==> src/rtl/video_pattern_gen_if.sv <==
// Video output bus from the test-pattern generator to the TX encoder.
interface video_pattern_gen_if #(
  parameter int DW = 8
);
  logic          vid_hs;
  logic          vid_vs;
  logic          vid_de;
  logic          vid_sof;
  logic [DW-1:0] vid_r;
  logic [DW-1:0] vid_g;
  logic [DW-1:0] vid_b;

  modport master (output vid_hs, vid_vs, vid_de, vid_sof, vid_r, vid_g, vid_b);
  modport slave  (input  vid_hs, vid_vs, vid_de, vid_sof, vid_r, vid_g, vid_b);
endinterface

==> src/rtl/video_pattern_gen.sv <==
// Raster timing + test-pattern source with frame-boundary config shadowing and SOF/frame count.
// Optional macro VID_PATTERN_BORDER_EN blanks the outermost active pixels and lines.
module video_pattern_gen #(
  parameter int CW        = 12,
  parameter int DW        = 8,
  parameter int HS_POL    = 0,
  parameter int VS_POL    = 0,
  parameter int BAR_SHIFT = 4,
  parameter int CHK_SHIFT = 3
) (
  input  logic                clk,
  input  logic                reset_n,
  input  logic                en,
  input  logic [1:0]          mode,
  input  logic [3*DW-1:0]     solid_rgb,
  input  logic [CW-1:0]       h_total,
  input  logic [CW-1:0]       h_sync,
  input  logic [CW-1:0]       h_start,
  input  logic [CW-1:0]       h_end,
  input  logic [CW-1:0]       v_total,
  input  logic [CW-1:0]       v_sync,
  input  logic [CW-1:0]       v_start,
  input  logic [CW-1:0]       v_end,
  video_pattern_gen_if.master vid,
  output logic [7:0]          frame_cnt
);

  localparam logic          HS_IDLE  = (HS_POL == 0) ? 1'b1 : 1'b0;
  localparam logic          VS_IDLE  = (VS_POL == 0) ? 1'b1 : 1'b0;
  localparam logic [CW-1:0] C_ZERO   = {CW{1'b0}};
  localparam logic [CW-1:0] C_ONE    = {{(CW-1){1'b0}}, 1'b1};
  localparam logic [DW-1:0] PIX_ZERO = {DW{1'b0}};
  localparam logic [DW-1:0] PIX_ONES = {DW{1'b1}};

  typedef enum logic [0:0] {ST_IDLE = 1'b0, ST_RUN = 1'b1} state_t;

  state_t          state_r;
  logic [CW-1:0]   h_cnt_r, v_cnt_r;
  logic [CW-1:0]   h_total_r, h_sync_r, h_start_r, h_end_r;
  logic [CW-1:0]   v_total_r, v_sync_r, v_start_r, v_end_r;
  logic [1:0]      mode_r;
  logic [3*DW-1:0] solid_r;

  logic            hs_p_r, vs_p_r, de_p_r, sof_p_r, bnd_p_r;
  logic [DW-1:0]   r_p_r, g_p_r, b_p_r;

  logic [CW-1:0]   x_s, y_s;
  logic [2:0]      bar_idx_s;
  logic            de_s, paint_s, sof_s, bnd_s, hs_s, vs_s, load_s, run_s;
  logic [DW-1:0]   r_s, g_s, b_s;

  // Position decode and pattern generation for the current counter position.
  always_comb begin
    x_s       = h_cnt_r - h_start_r;
    y_s       = v_cnt_r - v_start_r;
    de_s      = (h_cnt_r >= h_start_r) && (h_cnt_r < h_end_r) &&
                (v_cnt_r >= v_start_r) && (v_cnt_r < v_end_r);
    hs_s      = (h_cnt_r < h_sync_r) ? ~HS_IDLE : HS_IDLE;
    vs_s      = (v_cnt_r < v_sync_r) ? ~VS_IDLE : VS_IDLE;
    sof_s     = de_s && (x_s == C_ZERO) && (y_s == C_ZERO);
    bnd_s     = (h_cnt_r == h_total_r) && (v_cnt_r == v_total_r);
    run_s     = en && (state_r == ST_RUN);
    load_s    = en && ((state_r == ST_IDLE) || bnd_s);
    bar_idx_s = 3'(x_s >> BAR_SHIFT);
    r_s       = PIX_ZERO;
    g_s       = PIX_ZERO;
    b_s       = PIX_ZERO;
`ifdef VID_PATTERN_BORDER_EN
    paint_s   = de_s && !((x_s == C_ZERO) || (y_s == C_ZERO) ||
                          (x_s == h_end_r - h_start_r - C_ONE) ||
                          (y_s == v_end_r - v_start_r - C_ONE));
`else
    paint_s   = de_s;
`endif
    if (paint_s) begin
      case (mode_r)
        2'd0: begin
          r_s = DW'(x_s);
          g_s = DW'(x_s);
          b_s = DW'(x_s);
        end
        2'd1: begin
          r_s = {DW{~bar_idx_s[1]}};
          g_s = {DW{~bar_idx_s[2]}};
          b_s = {DW{~bar_idx_s[0]}};
        end
        2'd2: begin
          if (x_s[CHK_SHIFT] ^ y_s[CHK_SHIFT]) begin
            r_s = PIX_ONES;
            g_s = PIX_ONES;
            b_s = PIX_ONES;
          end else begin
            r_s = PIX_ZERO;
            g_s = PIX_ZERO;
            b_s = PIX_ZERO;
          end
        end
        2'd3: begin
          r_s = solid_r[3*DW-1:2*DW];
          g_s = solid_r[2*DW-1:DW];
          b_s = solid_r[DW-1:0];
        end
        default: begin
          r_s = PIX_ZERO;
          g_s = PIX_ZERO;
          b_s = PIX_ZERO;
        end
      endcase
    end else begin
      r_s = PIX_ZERO;
      g_s = PIX_ZERO;
      b_s = PIX_ZERO;
    end
  end

  // Run/idle FSM and raster counters; IDLE holds (0,0) for the first enabled cycle.
  always_ff @(posedge clk or negedge reset_n) begin
    if (!reset_n) begin
      state_r <= ST_IDLE;
      h_cnt_r <= C_ZERO;
      v_cnt_r <= C_ZERO;
    end else if (!en) begin
      state_r <= ST_IDLE;
      h_cnt_r <= C_ZERO;
      v_cnt_r <= C_ZERO;
    end else begin
      case (state_r)
        ST_IDLE: begin
          state_r <= ST_RUN;
          h_cnt_r <= C_ZERO;
          v_cnt_r <= C_ZERO;
        end
        ST_RUN: begin
          if (h_cnt_r == h_total_r) begin
            h_cnt_r <= C_ZERO;
            v_cnt_r <= (v_cnt_r == v_total_r) ? C_ZERO : v_cnt_r + C_ONE;
          end else begin
            h_cnt_r <= h_cnt_r + C_ONE;
          end
        end
        default: begin
          state_r <= ST_IDLE;
          h_cnt_r <= C_ZERO;
          v_cnt_r <= C_ZERO;
        end
      endcase
    end
  end

  // Configuration shadows, refreshed only on en rise and at the frame boundary.
  always_ff @(posedge clk or negedge reset_n) begin
    if (!reset_n) begin
      h_total_r <= C_ZERO;
      h_sync_r  <= C_ZERO;
      h_start_r <= C_ZERO;
      h_end_r   <= C_ZERO;
      v_total_r <= C_ZERO;
      v_sync_r  <= C_ZERO;
      v_start_r <= C_ZERO;
      v_end_r   <= C_ZERO;
      mode_r    <= 2'd0;
      solid_r   <= {(3*DW){1'b0}};
    end else if (load_s) begin
      h_total_r <= h_total;
      h_sync_r  <= h_sync;
      h_start_r <= h_start;
      h_end_r   <= h_end;
      v_total_r <= v_total;
      v_sync_r  <= v_sync;
      v_start_r <= v_start;
      v_end_r   <= v_end;
      mode_r    <= mode;
      solid_r   <= solid_rgb;
    end
  end

  // Two-stage output pipeline; flushed to idle whenever not running.
  always_ff @(posedge clk or negedge reset_n) begin
    if (!reset_n) begin
      hs_p_r      <= HS_IDLE;
      vs_p_r      <= VS_IDLE;
      de_p_r      <= 1'b0;
      sof_p_r     <= 1'b0;
      bnd_p_r     <= 1'b0;
      r_p_r       <= PIX_ZERO;
      g_p_r       <= PIX_ZERO;
      b_p_r       <= PIX_ZERO;
      vid.vid_hs  <= HS_IDLE;
      vid.vid_vs  <= VS_IDLE;
      vid.vid_de  <= 1'b0;
      vid.vid_sof <= 1'b0;
      vid.vid_r   <= PIX_ZERO;
      vid.vid_g   <= PIX_ZERO;
      vid.vid_b   <= PIX_ZERO;
      frame_cnt   <= 8'd0;
    end else if (!run_s) begin
      hs_p_r      <= HS_IDLE;
      vs_p_r      <= VS_IDLE;
      de_p_r      <= 1'b0;
      sof_p_r     <= 1'b0;
      bnd_p_r     <= 1'b0;
      r_p_r       <= PIX_ZERO;
      g_p_r       <= PIX_ZERO;
      b_p_r       <= PIX_ZERO;
      vid.vid_hs  <= HS_IDLE;
      vid.vid_vs  <= VS_IDLE;
      vid.vid_de  <= 1'b0;
      vid.vid_sof <= 1'b0;
      vid.vid_r   <= PIX_ZERO;
      vid.vid_g   <= PIX_ZERO;
      vid.vid_b   <= PIX_ZERO;
      frame_cnt   <= 8'd0;
    end else begin
      hs_p_r      <= hs_s;
      vs_p_r      <= vs_s;
      de_p_r      <= de_s;
      sof_p_r     <= sof_s;
      bnd_p_r     <= bnd_s;
      r_p_r       <= r_s;
      g_p_r       <= g_s;
      b_p_r       <= b_s;
      vid.vid_hs  <= hs_p_r;
      vid.vid_vs  <= vs_p_r;
      vid.vid_de  <= de_p_r;
      vid.vid_sof <= sof_p_r;
      vid.vid_r   <= r_p_r;
      vid.vid_g   <= g_p_r;
      vid.vid_b   <= b_p_r;
      frame_cnt   <= frame_cnt + {7'd0, bnd_p_r};
    end
  end

endmodule

==> src/flat_wrapper.sv <==
// flat-port wrapper written by rule: the top's interface ports become plain ports
module video_pattern_gen_flat 
#(
  parameter int CW        = 12,
  parameter int DW        = 8,
  parameter int HS_POL    = 0,
  parameter int VS_POL    = 0,
  parameter int BAR_SHIFT = 4,
  parameter int CHK_SHIFT = 3
)
  (clk, reset_n, en, mode, solid_rgb, h_total, h_sync, h_start, h_end, v_total, v_sync, v_start, v_end, frame_cnt, vid_vid_hs, vid_vid_vs, vid_vid_de, vid_vid_sof, vid_vid_r, vid_vid_g, vid_vid_b);
  video_pattern_gen_if #(.DW(DW)) vid_i ();
  input  logic clk;
  input  logic reset_n;
  input  logic en;
  input  logic [1:0] mode;
  input  logic [3*DW-1:0] solid_rgb;
  input  logic [CW-1:0] h_total;
  input  logic [CW-1:0] h_sync;
  input  logic [CW-1:0] h_start;
  input  logic [CW-1:0] h_end;
  input  logic [CW-1:0] v_total;
  input  logic [CW-1:0] v_sync;
  input  logic [CW-1:0] v_start;
  input  logic [CW-1:0] v_end;
  output logic [7:0] frame_cnt;
  output wire logic [$bits(vid_i.vid_hs)-1:0] vid_vid_hs;
  output wire logic [$bits(vid_i.vid_vs)-1:0] vid_vid_vs;
  output wire logic [$bits(vid_i.vid_de)-1:0] vid_vid_de;
  output wire logic [$bits(vid_i.vid_sof)-1:0] vid_vid_sof;
  output wire logic [$bits(vid_i.vid_r)-1:0] vid_vid_r;
  output wire logic [$bits(vid_i.vid_g)-1:0] vid_vid_g;
  output wire logic [$bits(vid_i.vid_b)-1:0] vid_vid_b;
  assign vid_vid_hs = vid_i.vid_hs;
  assign vid_vid_vs = vid_i.vid_vs;
  assign vid_vid_de = vid_i.vid_de;
  assign vid_vid_sof = vid_i.vid_sof;
  assign vid_vid_r = vid_i.vid_r;
  assign vid_vid_g = vid_i.vid_g;
  assign vid_vid_b = vid_i.vid_b;
  video_pattern_gen #(.CW(CW), .DW(DW), .HS_POL(HS_POL), .VS_POL(VS_POL), .BAR_SHIFT(BAR_SHIFT), .CHK_SHIFT(CHK_SHIFT)) u_core (.clk(clk), .reset_n(reset_n), .en(en), .mode(mode), .solid_rgb(solid_rgb), .h_total(h_total), .h_sync(h_sync), .h_start(h_start), .h_end(h_end), .v_total(v_total), .v_sync(v_sync), .v_start(v_start), .v_end(v_end), .vid(vid_i), .frame_cnt(frame_cnt));
endmodule
==> config.mk <==
export PLATFORM = sky130hd
export DESIGN_NAME = video_pattern_gen_flat
export DESIGN_NICKNAME = d
export VERILOG_FILES = /design/src/rtl/video_pattern_gen_if.sv /design/src/rtl/video_pattern_gen.sv /design/src/flat_wrapper.sv
export SDC_FILE = /design/constraint.sdc
export NUM_CORES = 1
export LEC_CHECK = 0
export CAP_MARGIN = 15
export CORE_ASPECT_RATIO = 1.2
export CORE_MARGIN = 4
export CORE_UTILIZATION = 45
export DETAILED_ROUTE_END_ITERATION = 8
export HOLD_SLACK_MARGIN = 0.03
export PLACE_DENSITY = 0.68
export SETUP_SLACK_MARGIN = 0.4
export SLEW_MARGIN = 20
export SYNTH_ARGS = -nofsm -noshare
export SYNTH_HDL_FRONTEND = slang
export SYNTH_SLANG_ARGS = --single-unit
==> constraint.sdc <==
create_clock -name clk -period 4.7 [get_ports clk]
set_clock_uncertainty 0.05 [all_clocks]
set_input_delay 0.705 -clock clk [delete_from_list [all_inputs] [get_ports clk]]
set_output_delay 0.705 -clock clk [all_outputs]
set_load 0.005 [all_outputs]
Word-level counts from Yosys, hierarchy flattened
Index checks and enable logic that the tools add are counted.
{"block": "classes", "add_sub_neg": 5, "multipliers": 0, "n_div": 0, "magnitude_cmp": 6, "n_eq_ne": 6, "shifts": 0, "mux": 33, "bitwise": 5, "n_reduce_logical": 12}
{"cell": "$pmux 8 s4", "count": 3}
{"cell": "$mux 8", "count": 11}
{"cell": "$mux 12", "count": 5}
{"cell": "$lt 12x12->1", "count": 4}
{"cell": "$pmux 12 s2", "count": 2}
{"cell": "$add 12x1->12 const B", "count": 2}
{"cell": "$eq 12x12->1", "count": 2}
{"cell": "$ge 12x12->1", "count": 2}
{"cell": "$logic_not 12->1", "count": 2}
{"cell": "$sub 12x12->12", "count": 2}
{"cell": "$mux 1", "count": 12}
{"cell": "$add 8x1->8", "count": 1}
{"cell": "$logic_and 1x1->1", "count": 8}
{"cell": "$eq 2x2->1 const B", "count": 2}
{"cell": "$not 1->1", "count": 4}
{"cell": "$ne 3x3->1 const B", "count": 1}
{"cell": "$eq 2x1->1 const B", "count": 1}
{"cell": "$logic_not 2->1", "count": 1}
{"cell": "$logic_or 1x1->1", "count": 1}
{"cell": "$xor 1x1->1", "count": 1}
{"block": "totals", "regBits": 212, "latchBits": 0, "mem_bits_rw": 0, "romBits": 0, "inputBits": 125, "out_inout_bits": 36, "n_memories": 0}

Depth between registers and ports, before layout
{"block": "logic_depth", "ltp_word": 7, "mapped_depth": 12, "mapped_depth_nobuf": 12}

Worst setup path after synthesis
OpenSTA, ideal clock, no wires.
{"block": "synth_timing", "path_type": "register to register", "start": "register u_core.v_cnt_r[0]", "end": "register u_core.sof_p_r", "setup_ns": 0.095, "arrival_time_ns": 2.744, "setup_slack_ns": 1.811, "path_stages_with_launch": 12, "path_buffers": 0, "synth_period_minus_slack_ns": 2.889, "path_cell_list": "dfrtp_1 > inv_1 > ha_1 > inv_1 > fa_1 > and4bb_2 > o221ai_1 > or4_1 > nor4_4 > nand4_1 > nand4b_1 > nor4b_2"}
{"block": "synth_between", "elab_chain_cells": 6, "elab_cells_between_ends": 9, "classes_between": "add/sub: 1; order compare: 2; mux: 1; reduce/logical: 5"}
{"item": "from (decl)", "line": "video_pattern_gen.sv:38", "source": "logic [CW-1:0] h_cnt_r, v_cnt_r;"}
{"item": "from (signal assigned)", "line": "video_pattern_gen.sv:136", "source": "v_cnt_r <= (v_cnt_r == v_total_r) ? C_ZERO : v_cnt_r + C_ONE;"}
{"item": "parallel branches: the longest is 4 deep, another holds $sub 12x12->12"}
{"item": "$logic_and 1x1->1 (*)", "line": "video_pattern_gen.sv:60", "source": "sof_s = de_s && (x_s == C_ZERO) && (y_s == C_ZERO);"}
{"item": "$mux 1 (*)", "line": "video_pattern_gen.sv:196", "source": "end else if (!run_s) begin"}
{"item": "to (signal assigned)", "line": "video_pattern_gen.sv:217", "source": "sof_p_r <= sof_s;"}
{"item": "to (decl)", "line": "video_pattern_gen.sv:44", "source": "logic hs_p_r, vs_p_r, de_p_r, sof_p_r, bnd_p_r;"}
Every way passes the cells marked *.
A chain may end at the register's enable or synchronous reset.

Final worst setup path
{"block": "layout_timing", "start": "register u_core.h_cnt_r[7]", "end": "register u_core.h_total_r[1]"}
{"block": "layout_between", "elab_chain_cells": 4}
{"item": "from (decl)", "line": "video_pattern_gen.sv:38"}
{"item": "from (signal assigned)", "line": "video_pattern_gen.sv:138", "source": "h_cnt_r <= h_cnt_r + C_ONE;"}
{"item": "$eq 12x12->1", "line": "video_pattern_gen.sv:61", "source": "bnd_s = (h_cnt_r == h_total_r) && (v_cnt_r == v_total_r);"}
{"item": "$logic_and 1x1->1", "line": "video_pattern_gen.sv:61"}
{"item": "$logic_or 1x1->1", "line": "video_pattern_gen.sv:63", "source": "load_s = en && ((state_r == ST_IDLE) || bnd_s);"}
{"item": "$logic_and 1x1->1", "line": "video_pattern_gen.sv:63"}
{"item": "to (signal assigned)", "line": "video_pattern_gen.sv:164", "source": "h_total_r <= h_total;"}
{"item": "to (decl)", "line": "video_pattern_gen.sv:39", "source": "logic [CW-1:0] h_total_r, h_sync_r, h_start_r, h_end_r;"}
No other way between the ends.

==> metrics.csv <==
stage,metric,value,unit
route,drcViolationCount,0,
timing,slew_viol_final,0,
logic_synthesis,syn_nets,1196,
grt,grt_pass1_wl,42790,µm
clocking,post-cts-setup-buffers,0,
logic_synthesis,post-synth-top-area-fraction,0.4543,
die,start_util,0.4599,
die,die_x,153.7,µm
timing,fin_tns_setup,0,ns
grt,grt_pass1_vias,8062,
layout,multiInputGateArea,0.005568,mm²
grt,antenna_found_initial,1,
route,vias,7968,
worst_setup_path,critPathMaxStageDelay,0.54,ns
clocking,cts_max_path_buffers,3,
worst_setup_path,cp_max_fo,94,
clocking,cts_resized,0,
clocking,cts_tree,yes,
layout,syn2layout_area_growth,23.59,%
logic_synthesis,synthArstFlopShare,1.000,
route,dr.first_iter.drc_count,547,
worst_setup_path,cp-end-kind,register,
logic_synthesis,syn_area_per_cell,11.49,µm²
logic_synthesis,synth_adder_area_share,0.08213,
logic_synthesis,synthSimpleGateAreaFrac,0.1130,
logic_synthesis,synth_seq_cells,212,
logic_synthesis,syn_area,0.01146,mm²
layout,num-fill-cells,2135,
layout,final_nets,1348,
die,pin_count,161,
logic_synthesis,synth_area_leaders,"dfrtp_1 (45%), mux2_4 (10%), ha_1 (7.9%), mux2_2 (4.1%), xnor2_1 (3.1%)",
logic_synthesis,yosysSeqAreaShare,0.4635,
timing,holdWs,0.2161,ns
worst_setup_path,required,5.04,ns
layout,drive_gt1_frac,0.1734,
logic_synthesis,synth_top_family_by_area,multiplexers,
route,drt_wl_total,26570,µm
route,final_antenna_net_count,0,
layout,seqCellArea,0.005310,mm²
timing,hold_viol,0,
clocking,cts_max_level,1,
placement,dp_hpwl,19690,µm
placement,gp_congestion,0.8830,
job,drv_cap,0,
die,die_area,0.02808,mm²
timing,slew_headroom,0.3450,
timing,rsz0062_at_grt,false,
logic_synthesis,ys_warn_count,0,
route,wl_per_cell,17.82,µm
logic_synthesis,synth_compound_area_frac,0.09546,
worst_setup_path,ff2ff_path_depth,8,
logic_synthesis,synth_top_area_cell,dfrtp_1,
die,rows,63,
clocking,clk_pin_slew,0.06,ns
grt,grt_max_degree,122,
outcome,status,"finished, final reports clean",
worst_setup_path,cp.arrival,3.69,ns
timing,setup-violations-final,0,
layout,final_util,0.5684,
logic_synthesis,ys.flop_type,dfrtp_1,
clocking,cts.sinks,212,
worst_setup_path,r2r-end,u_core.h_total_r[1]$_DFFE_PN0P_,
grt,grt.total_usage,0.1847,
power_and_ir_drop,p_total,4.964,mW
logic_synthesis,synth_edf_count,0,
clocking,cts_made_buffers,24,
worst_setup_path,cp_slowest_cell,buf_4,
route,routed_via_density,5.344,
logic_synthesis,synth_xor_area_frac,0.04543,
worst_setup_path,start_kind,register,
worst_setup_path,path_buf_inv,1,
worst_setup_path,rrSetupSlack,1.35,ns
die,fp.coreArea,0.02491,mm²
logic_synthesis,synthCells,997,
timing,fmax,298.5,MHz
timing,fin_crit_sh,0.7127,
power_and_ir_drop,p_leak,6.707,nW
die,die_h,182.8,µm
clocking,clock_latency,0.52,ns
worst_setup_path,r2r_start,u_core.h_cnt_r[7]$_DFF_PN0_,
logic_synthesis,yosysUniqueCellTypes,80,
clocking,cts_root_buffer,clkbuf_16,
logic_synthesis,synthMuxAreaShare,0.1488,
hold_path,hold_class,primary input to async pin,
route,drtPass1Iterations,5,
timing,worst_slew_pin_slew,0.9824,ns
clocking,postCtsHoldBufs,0,
worst_setup_path,cpLargestDelayFamily,simple AND/OR/NAND/NOR gates,
grt,grt-ovfl-total,0,
worst_setup_path,path_class,register to register,
worst_setup_path,cp_cell_sequence,xnor2_1 -> nand4_1 -> or3_4 -> nand2b_4 -> nand2_1 -> nand2_8 -> buf_4 -> mux2_4,
timing,period_minus_slack,3.350,ns
power_and_ir_drop,ir_drop,242.4,µV
power_and_ir_drop,power_per_cell_area,350.6,mW/mm²
placement,port_buffers,160,
## metal layers
layer | global-route usage | vias to the layer above | part of all wire
li1 | - | 3824 | -
met1 | 0.2489 | 3895 | 0.44
met2 | 0.3126 | 206 | 0.49
met3 | 0.02738 | 43 | 0.047
met4 | 0.05336 | 0 | 0.025
met5 | 0 | - | 0
## power by group
| group | internal, mW | switching, mW |
|---|---|---|
| Combinational | 0.474 | 0.423 |
| Sequential | 1.99 | 0.119 |
| Clock | 1.24 | 0.723 |
## cell type report
| class | count | area share |
|---|---|---|
| Tap cell | 325 | 0.02872 |
| Timing Repair Buffer | 166 | 0.1174 |
| Inverter | 95 | 0.02519 |
| Clock inverter | 9 | 0.008925 |
| Antenna cell | 1 | 0.0001767 |
| Clock buffer | 33 | 0.05125 |
| Multi-Input combinational cell | 650 | 0.3932 |
| Sequential cell | 212 | 0.3750 |
## registers in the layout, indices dropped and copies added (netlist names), 2 cells and up
register          cells
u_core.b_p_r          8
u_core.frame_cnt      8
u_core.g_p_r          8
u_core.h_cnt_r       12
u_core.h_end_r       12
u_core.h_start_r     12
u_core.h_sync_r      12
u_core.h_total_r     12
u_core.mode_r         2
u_core.r_p_r          8
u_core.solid_r       24
u_core.v_cnt_r       12
u_core.v_end_r       12
u_core.v_start_r     12
u_core.v_sync_r      12
u_core.v_total_r     12
u_core.vid.vid_b      8
u_core.vid.vid_g      8
u_core.vid.vid_r      8
## worst reg2reg max path, cell delays in order (launching register included)
cell and delay (ns):
dfrtp_1 0.51, xnor2_1 0.22, nand4_1 0.14, or3_4 0.47
nand2b_4 0.17, nand2_1 0.17, nand2_8 0.44, buf_4 0.70
mux2_4 0.35
## stage by stage
stage               std cells  area [µm²]  setup WS, ns
floorplan                 997       11460         1.811
global placement         1448       13300         1.231
detailed placement       1448       13300         1.161
CTS                      1490       14160         1.354
global route             1491       14160         1.169
finish                   1491       14160         1.350
## placed cells by master (no fill, tap or decap), types with 11 or more instances in the layout
| master | n |
|---|---|
| mux2_2 | 42 |
| nor4_1 | 11 |
| nand4_1 | 12 |
| dfrtp_1 | 208 |
| and3_1 | 37 |
| xnor2_1 | 41 |
| o21ai_0 | 44 |
| ha_1 | 72 |
| mux2_4 | 80 |
| clkdlybuf4s50_1 | 159 |
| nand2b_1 | 11 |
| inv_1 | 94 |
| a211oi_1 | 13 |
| xor2_1 | 14 |
| nand2_1 | 36 |
| nor2_1 | 57 |
| nand3_1 | 25 |
| clkbuf_16 | 25 |
| a21oi_1 | 25 |
## logic make-up (layout without fill, tap and decap cells)
logic type / Yosys count / after routing
multiplexers: 125 / 125
buffers and inverters: 135 / 303
adder cells (fa/ha/maj): 74 / 74
flip-flops: 212 / 212
other: 0 / 1
AO/OA/AOI/OAI: 160 / 160
AND/OR/NAND/NOR: 234 / 234
XOR/XNOR: 57 / 57
## worst max-delay path by stage
stage,from,to,slack [ns],cells after the start
2_1_floorplan,u_core.v_cnt_r[0]$_DFFE_PN0P_,u_core.sof_p_r$_DFF_PN0_,1.81,11
3_3_place_gp,en,u_core.g_p_r[1]$_DFF_PN0_,1.23,9
3_5_place_dp,en,u_core.b_p_r[6]$_DFF_PN0_,1.16,9
4_1_cts,u_core.v_cnt_r[0]$_DFFE_PN0P_,u_core.sof_p_r$_DFF_PN0_,1.35,11
5_1_grt,u_core.h_cnt_r[7]$_DFF_PN0_,u_core.h_sync_r[10]$_DFFE_PN0P_,1.17,8
6_report,u_core.h_cnt_r[7]$_DFF_PN0_,u_core.h_total_r[1]$_DFFE_PN0P_,1.35,8
## synth_stat cells (4+ instances only)
cell / number
mux2_4: 80
o221ai_1: 4
buf_6: 9
dfstp_2: 4
nand2b_1: 11
buf_2: 7
mux2_2: 42
o22ai_1: 6
nand4_1: 12
a21oi_1: 25
o21a_1: 5
and3_1: 37
a21o_1: 4
nor2_1: 57
xor2_1: 14
nand2_1: 36
nor4_1: 11
and2_1: 5
a221oi_1: 4
ha_1: 72
nor3_1: 6
xnor2_1: 41
inv_1: 94
clkbuf_1: 21
dfrtp_1: 208
a21boi_0: 5
nand3_1: 25
a211oi_1: 13
o211ai_1: 7
a31oi_1: 8
nor3b_1: 4
o21ai_0: 44
(Power assumes the default switching activity.)
